--- src/rtl/dmem_lsu_if.sv ---
// SRAM-side bus of the load/store unit.
// The LSU drives the master modport; the word SRAM drives mem_rdata.
interface dmem_lsu_if #(
  parameter int DATA_W = 32,
  parameter int AW     = 7
);
  logic              mem_re;
  logic              mem_we;
  logic [AW-1:0]     mem_addr;
  logic [DATA_W-1:0] mem_wdata;
  logic [DATA_W-1:0] mem_rdata;

  modport master (
    output mem_re, mem_we, mem_addr, mem_wdata,
    input  mem_rdata
  );

  modport slave (
    input  mem_re, mem_we, mem_addr, mem_wdata,
    output mem_rdata
  );
endinterface

--- src/rtl/dmem_lsu.sv ---
// Load/store unit between EX/MEM and a word-organised synchronous SRAM.
// Word stores take one cycle; loads and SB/SH take two (read-modify-write).
module dmem_lsu #(
  parameter int DATA_W     = 32,
  parameter int DM_ADDRESS = 9
) (
  input  logic                  clk,
  input  logic                  reset,
  input  logic                  MemRead,
  input  logic                  MemWrite,
  input  logic [DM_ADDRESS-1:0] addr,
  input  logic [DATA_W-1:0]     wr_data,
  input  logic [2:0]            func3,
  output logic [DATA_W-1:0]     rd_data,
  output logic                  stall,
  output logic                  err,
  dmem_lsu_if.master            mem
);

  typedef enum logic [1:0] {
    IDLE,
    LD_RESP,
    ST_MERGE
  } state_t;

  state_t state, state_nxt;

  logic              is_half, is_word;
  logic              misal, ld_ok, st_ok;
  logic              illegal, bad;
  logic              re, we;
  logic [4:0]        bsh;
  logic [7:0]        bsel;
  logic [15:0]       hsel;
  logic [DATA_W-1:0] ld_ext;
  logic [DATA_W-1:0] merged;
  logic [DATA_W-1:0] wdata;

  assign is_half = (func3[1:0] == 2'b01);
  assign is_word = (func3[1:0] == 2'b10);
  assign misal   = (is_half & addr[0]) |
                   (is_word & (addr[1:0] != 2'b00));
  assign ld_ok   = func3 inside {3'b000, 3'b001, 3'b010,
                                 3'b100, 3'b101};
  assign st_ok   = func3 inside {3'b000, 3'b001, 3'b010};

  assign illegal = (MemRead & MemWrite) |
                   ((MemRead | MemWrite) &
                    (misal | (MemRead & ~ld_ok) |
                     (MemWrite & ~st_ok)));

  assign bsh  = {addr[1:0], 3'b000};
  assign bsel = mem.mem_rdata[bsh +: 8];
  assign hsel = addr[1] ? mem.mem_rdata[31:16]
                        : mem.mem_rdata[15:0];

  always_comb begin
    ld_ext = mem.mem_rdata;
    unique case (func3)
      3'b000:  ld_ext = {{24{bsel[7]}}, bsel};
      3'b001:  ld_ext = {{16{hsel[15]}}, hsel};
      3'b100:  ld_ext = {24'h0, bsel};
      3'b101:  ld_ext = {16'h0, hsel};
      default: ld_ext = mem.mem_rdata;
    endcase
  end

  always_comb begin
    merged = mem.mem_rdata;
    if (func3[0]) begin
      if (addr[1]) merged[31:16] = wr_data[15:0];
      else         merged[15:0]  = wr_data[15:0];
    end else begin
      merged[bsh +: 8] = wr_data[7:0];
    end
  end

  always_comb begin
    state_nxt = state;
    stall     = 1'b0;
    re        = 1'b0;
    we        = 1'b0;
    bad       = 1'b0;
    wdata     = wr_data;
    unique case (state)
      IDLE: begin
        if (illegal) begin
          bad = 1'b1;
        end else if (MemWrite && func3 == 3'b010) begin
          we = 1'b1;
        end else if (MemRead) begin
          re        = 1'b1;
          stall     = 1'b1;
          state_nxt = LD_RESP;
        end else if (MemWrite) begin
          re        = 1'b1;
          stall     = 1'b1;
          state_nxt = ST_MERGE;
        end
      end
      LD_RESP: state_nxt = IDLE;
      ST_MERGE: begin
        we        = 1'b1;
        wdata     = merged;
        state_nxt = IDLE;
      end
      default: state_nxt = IDLE;
    endcase
    // Reset kills strobes at once so an in-flight merge never writes.
    if (reset) begin
      state_nxt = IDLE;
      stall     = 1'b0;
      re        = 1'b0;
      we        = 1'b0;
      bad       = 1'b0;
    end
  end

  assign mem.mem_re    = re;
  assign mem.mem_we    = we;
  assign mem.mem_addr  = addr[DM_ADDRESS-1:2];
  assign mem.mem_wdata = wdata;

  always_ff @(posedge clk) begin
    if (reset) begin
      state   <= IDLE;
      rd_data <= '0;
      err     <= 1'b0;
    end else begin
      state <= state_nxt;
      err   <= bad;
      if (state == LD_RESP) rd_data <= ld_ext;
    end
  end

endmodule
--- src/flat_wrapper.sv ---
// flat-port wrapper written by rule: the top's interface ports become plain ports
module dmem_lsu_flat 
#(
  parameter int DATA_W     = 32,
  parameter int DM_ADDRESS = 9
)
  (clk, reset, MemRead, MemWrite, addr, wr_data, func3, rd_data, stall, err, mem_mem_re, mem_mem_we, mem_mem_addr, mem_mem_wdata, mem_mem_rdata);
  dmem_lsu_if #(.DATA_W(DATA_W)) mem_i ();
  input  logic clk;
  input  logic reset;
  input  logic MemRead;
  input  logic MemWrite;
  input  logic [DM_ADDRESS-1:0] addr;
  input  logic [DATA_W-1:0] wr_data;
  input  logic [2:0] func3;
  output logic [DATA_W-1:0] rd_data;
  output logic stall;
  output logic err;
  output wire logic [$bits(mem_i.mem_re)-1:0] mem_mem_re;
  output wire logic [$bits(mem_i.mem_we)-1:0] mem_mem_we;
  output wire logic [$bits(mem_i.mem_addr)-1:0] mem_mem_addr;
  output wire logic [$bits(mem_i.mem_wdata)-1:0] mem_mem_wdata;
  input wire logic [$bits(mem_i.mem_rdata)-1:0] mem_mem_rdata;
  assign mem_mem_re = mem_i.mem_re;
  assign mem_mem_we = mem_i.mem_we;
  assign mem_mem_addr = mem_i.mem_addr;
  assign mem_mem_wdata = mem_i.mem_wdata;
  assign mem_i.mem_rdata = mem_mem_rdata;
  dmem_lsu #(.DATA_W(DATA_W), .DM_ADDRESS(DM_ADDRESS)) u_core (.clk(clk), .reset(reset), .MemRead(MemRead), .MemWrite(MemWrite), .addr(addr), .wr_data(wr_data), .func3(func3), .rd_data(rd_data), .stall(stall), .err(err), .mem(mem_i));
endmodule
--- config.mk ---
export PLATFORM = sky130hd
export DESIGN_NAME = dmem_lsu_flat
export DESIGN_NICKNAME = d
export VERILOG_FILES = /design/src/rtl/dmem_lsu_if.sv /design/src/rtl/dmem_lsu.sv /design/src/flat_wrapper.sv
export SDC_FILE = /design/constraint.sdc
export NUM_CORES = 1
export LEC_CHECK = 0
export CAP_MARGIN = 0
export CELL_PAD_IN_SITES_DETAIL_PLACEMENT = 0
export CELL_PAD_IN_SITES_GLOBAL_PLACEMENT = 1
export CORE_UTILIZATION = 29
export CTS_BUF_LIST = sky130_fd_sc_hd__clkbuf_2
export CTS_CLUSTER_DIAMETER = 30
export DETAILED_ROUTE_END_ITERATION = 7
export HOLD_SLACK_MARGIN = 0.06
export PLACE_DENSITY = 0.85
export SETUP_SLACK_MARGIN = 0.3
export SLEW_MARGIN = 10
export SYNTH_ARGS = -nofsm -noshare
export SYNTH_HDL_FRONTEND = slang
export SYNTH_SLANG_ARGS = --single-unit
--- constraint.sdc ---
create_clock -name clk -period 2.32 [get_ports clk]
set_input_delay 0.348 -clock clk [delete_from_list [all_inputs] [get_ports clk]]
set_output_delay 0.348 -clock clk [all_outputs]
set_load 0.005 [all_outputs]
-- After elaboration in Yosys (flattened, before gate mapping)
Index checks and enable logic that the tools add are counted.
- register bits after elaboration: 35
- output and inout port bits: 75
- logic and storage cells: 60
- input bits: 80
- muxes and demuxes: 20
- bitwise gates (word level): 16
- eq/ne operators: 8
- shift-type cells: 3
- reductions and logical operators: 9
- add/subtract/negate cells: 1
- operators by type and width (cell ; count):
    32-bit case mux with 4 select lines ; 1
    32-bit two-way mux ; 2
    16-bit two-way mux ; 3
    32-bit bitwise mux ; 1
    8-bit by 7-bit variable shift with 32-bit output, first input constant ; 1
    32-bit by 6-bit indexed part select with 8-bit output ; 1
    8-bit by 7-bit indexed part select with 32-bit output ; 1
    1-bit two-way mux ; 10
    5-bit negation with 7-bit output ; 1
    1-bit AND ; 6
    3-bit equality test, second input constant ; 2
    1-bit NOT ; 5
    1-bit OR ; 5
    5-bit nonzero test ; 1
    2-bit by 1-bit equality test with 1-bit output, second input constant ; 2
    2-bit equality test, second input constant ; 2
    2-bit two-way mux ; 2
    2-bit nonzero test ; 2
    3-bit by 1-bit equality test with 1-bit output, second input constant ; 1
    3-bit by 2-bit equality test with 1-bit output, second input constant ; 1
    3-bit zero test ; 1
    3-bit AND reduction ; 1
    3-bit nonzero test ; 1
    2-bit zero test ; 1
    3 further kinds ; 3

-- Logic depth before layout (Yosys ltp)
- depth in word-level cells: 11
- mapped depth: 7
- mapped depth without buffers: 5

-- Worst setup path after synthesis
OpenSTA, ideal clock, no wires.
- path kind: input -> output
- from: input port addr[1]
- to: output port mem_mem_wdata[16]
- arrival: 1695 ps
- data required time: 1972 ps
- buffers on the path: 2
- cell stages on the path: 7
- slack: 277 ps
- cells stage by stage: buf_4 > inv_2 > ha_1 > and4bb_2 > clkbuf_1 > a221o_1 > a22o_1
- word-level cells in the longest chain between the ends: 5
- elaborated cells between the ends (all ways): 7
- ends and longest elaborated chain (element ; RTL line ; source):
    start: declaration ; flat_wrapper.sv:13 ; input logic [DM_ADDRESS-1:0] addr;
    5-bit negation with 7-bit output ; dmem_lsu.sv:74 ; merged[bsh +: 8] = wr_data[7:0];
    8-bit by 7-bit indexed part select with 32-bit output / 8-bit by 7-bit variable shift with 32-bit output (equally long branches) ; dmem_lsu.sv:74 ;
    32-bit bitwise mux ; dmem_lsu.sv:74 ;
    32-bit two-way mux (*) ; dmem_lsu.sv:70 ; if (func3[0]) begin
    32-bit two-way mux (*) ; dmem_lsu.sv:85 ; unique case (state)
    end: declaration ; flat_wrapper.sv:22 ; output wire logic [$bits(mem_i.mem_wdata)-1:0] mem_mem_wdata;
Mark *: on every way between the ends. The rest lies on a longest branch, timed or not.

-- Worst setup path after layout
- from: register u_core.state[0]
- to: output port mem_mem_wdata[3]
- word-level cells in the longest chain between the ends: 2
- ends and longest elaborated chain (element ; RTL line ; source):
    start: declaration ; dmem_lsu.sv:26 ; state_t state, state_nxt;
    start signal: assignment ; dmem_lsu.sv:130 ; state <= state_nxt;
    2-bit equality test ; dmem_lsu.sv:85 ;
    32-bit two-way mux ; dmem_lsu.sv:85 ;
Every way passes these cells.

==> out/metrics.yaml <==
status: "finished, final reports clean"
drive_above_1_share_pct: 26.53
antenna_found_initial: 0
yosysWarnings: 0
critPathKind: "flip-flop to output port"
synth_ff_type: "dfxtp_1"
leakagePower_uw: 0.001948
clock_skew_ps: 23.84
synthesis.area_mm2: 0.003049
top_layer: "met4"
start_kind: "flip-flop"
start_util_pct: 29.67
max_slew_margin_pct: 65.56
die_y_um: 104.5
p_per_area_mw_per_mm2: 360.2
end_kind: "output port"
slowest_delay_ps: 390
dieArea_mm2: 0.01093
hpwl_um: 9323
via_per_inst: 5.790
path_clk_slew_ps: 200
drv_slew: 0
worstPathArrival_ps: 1770
worstHoldEndpoint: "u_core.rd_data[0]"
die_x_um: 104.5
fillers: 1006
worstPathCellList: "nand2b_4 > a221o_2 > buf_6 > a22o_1 > buf_2"
fmax_mhz: 472.6
ir_drop_mv: 0.1968
period_share_pct: 91.21
pin_count: 155
drt-met1-wl_um: 5494
synthCells: 373
met3_length_um: 842
postCtsHoldBufs: 0
grt_max_degree: 50
num_vias: 3908
wl_per_cell_um: 19.19
rsz0062_at_grt: "true"
setup_violations: 0
numCtsBuffers: 5
nets: 622
syn_to_final_growth_pct: 65.94
grt_usage_pct: 22.65
final_util_pct: 49.23
synth_most_common_cell: "a21oi_1"
cap_violations: 0
worstRegToRegCells: 6
slowest_stage: "a221o_2"
drt_iter0_drc: 285
synthesis.nets: 457
grt_pass1_vias: 3718
yosys-top-cells-count: "a21oi_1 (43), dfxtp_1 (35), a22o_1 (32)"
r2r-start: "u_core.state[0]"
cts_root_buffer: "clkbuf_2"
wl_um: 12950
dr.pass1.iters: 6
h-tree-depth: 2
rrSetupSlack_ps: 750
whs_path_depth: 2
final_antenna_net_count: 0
diodes: 0
grt.overflow.total: 0
netlist.area_leader.share_pct: 22.98
clk_path_buf_depth: 2
worst_r2r_endpoint: "u_core.rd_data[2]"
critPathBufInv: 2
coreArea_mm2: 0.01028
period_needed_ps: 2116
yosysTopAreaCell: "dfxtp_1"
ys_types: 49
crit_family: "compound AO/OA/AOI/OAI gates"
ys_ff_latch: 35
row_count: 37
hold_start: "u_core.rd_data[0]"
cts_tree: "built"
tightest_slew_ps: 516.6
hold_viol: 0
wl_met2_um: 6235
async_flop_share_pct: 0
hp-class: "flip-flop to flip-flop"
synth.avg_cell_area_um2: 8.175
port_buffers: 140
ys_seq_area_share_pct: 22.98
drc_errors: 0
synth-edff-count: 0
critPathRequiredTime_ps: 1970
synth_area_leaders: "dfxtp_1 (23%), a22o_1 (9.2%), a221o_1 (8.2%)"
clkSinkCount: 35
grt_pass1_wl_um: 19850
total_power_uw: 1823
routabilityCongestion: 0.8713
clkLatencyLatePin_ps: 390
critPathMaxFanout: 6
-- layout make-up --
| type | instances | area (um2) | share of cell area (%) |
|---|---|---|---|
| Multi-Input combinational cell | 278 | 2183 | 43.15 |
| Inverter | 12 | 58.81 | 1.162 |
| Clock buffer | 6 | 30.03 | 0.5935 |
| Clock inverter | 2 | 60.06 | 1.187 |
| Sequential cell | 35 | 705.7 | 13.95 |
| Timing Repair Buffer | 206 | 1852 | 36.60 |
| Tap cell | 136 | 170.2 | 3.363 |
-- layer usage --
layer / vias to the layer above / global-route usage, %
met5: - / 0
met2: 198 / 38.46
met1: 1871 / 28.53
met3: 27 / 3.993
met4: 0 / 8.163
li1: 1812 / -
-- timing repair --
| item | in CTS | in global routing |
|---|---|---|
| endpoints found under the setup margin | 35 | 34 |
| setup buffers | 13 | 4 |
| gates resized for setup | 167 | 22 |
| pin swaps | 35 | 16 |
| gates cloned | 0 | 3 |
-- flip-flops by register name, summed over array words and instances (netlist names) --
register and cells:
u_core.err 1, u_core.rd_data 32, u_core.state 2
-- worst max path at each step --
stage                    start                 to  depth (start not counted)
5_1_grt        u_core.state[0]   mem_mem_wdata[3]                          5
3_3_place_gp           addr[0]  mem_mem_wdata[15]                          7
3_5_place_dp           addr[0]  mem_mem_wdata[31]                          8
6_report       u_core.state[0]   mem_mem_wdata[3]                          5
4_1_cts        u_core.state[0]   mem_mem_wdata[3]                          5
2_1_floorplan          addr[1]  mem_mem_wdata[15]                          7
-- layout by cell type, fill, tap and decap left out, types with 3 or more instances in the layout --
cell type	instances
a222oi_1	6
dlygate4sd2_1	3
nor2b_1	9
mux2_2	4
a22o_1	32
clkbuf_2	12
dfxtp_1	33
nor4_1	3
buf_4	49
nor2_1	30
o32ai_1	6
ha_4	4
a221o_1	24
o31ai_1	6
clkdlybuf4s50_1	100
a211oi_1	18
mux2i_1	16
a21oi_2	7
and3b_1	3
inv_1	9
nand2_1	11
buf_12	3
buf_2	27
a311oi_1	19
buf_6	13
and2_1	6
a21oi_1	36
a31oi_1	3
nand2b_1	5
-- report_power, final --
group / switching [uW] / total (uW) / internal [uW]
sequential: 10.6 / 629 / 619
combinational: 308 / 674 / 366
clock: 224 / 520 / 295
-- worst min-delay path, cell delays in order, from the launching register on --
cell and delay [ps]:
dfxtp_1 360, inv_1 50, o32ai_1 50
-- through the flow --
stage	hold slack [ps]	setup WS [ps]	TNS [ps]	std cells	area (um2)
floorplan	426.5	344.5	0	373	3082
global placement	442.7	-488.4	-14780	647	4727
detailed placement	451.6	-469.8	-14710	647	4727
CTS	482.4	156.1	0	668	4930
global route	513.4	120.6	0	675	5060
finish	476.5	203.9	0	675	5060
-- logic make-up (layout without fill, tap and decap cells) --
logic type	after synthesis	in the layout	share of synthesized area, %
and+or+nand+nor	85	85	15.31
muxes	21	21	7.222
buffers and inverters	60	226	9.807
AOI/OAI and AO/OA	168	168	43.05
adders and majority gates	4	4	1.641
DFF	35	35	22.98
Power figures use the tool's default switching activity.
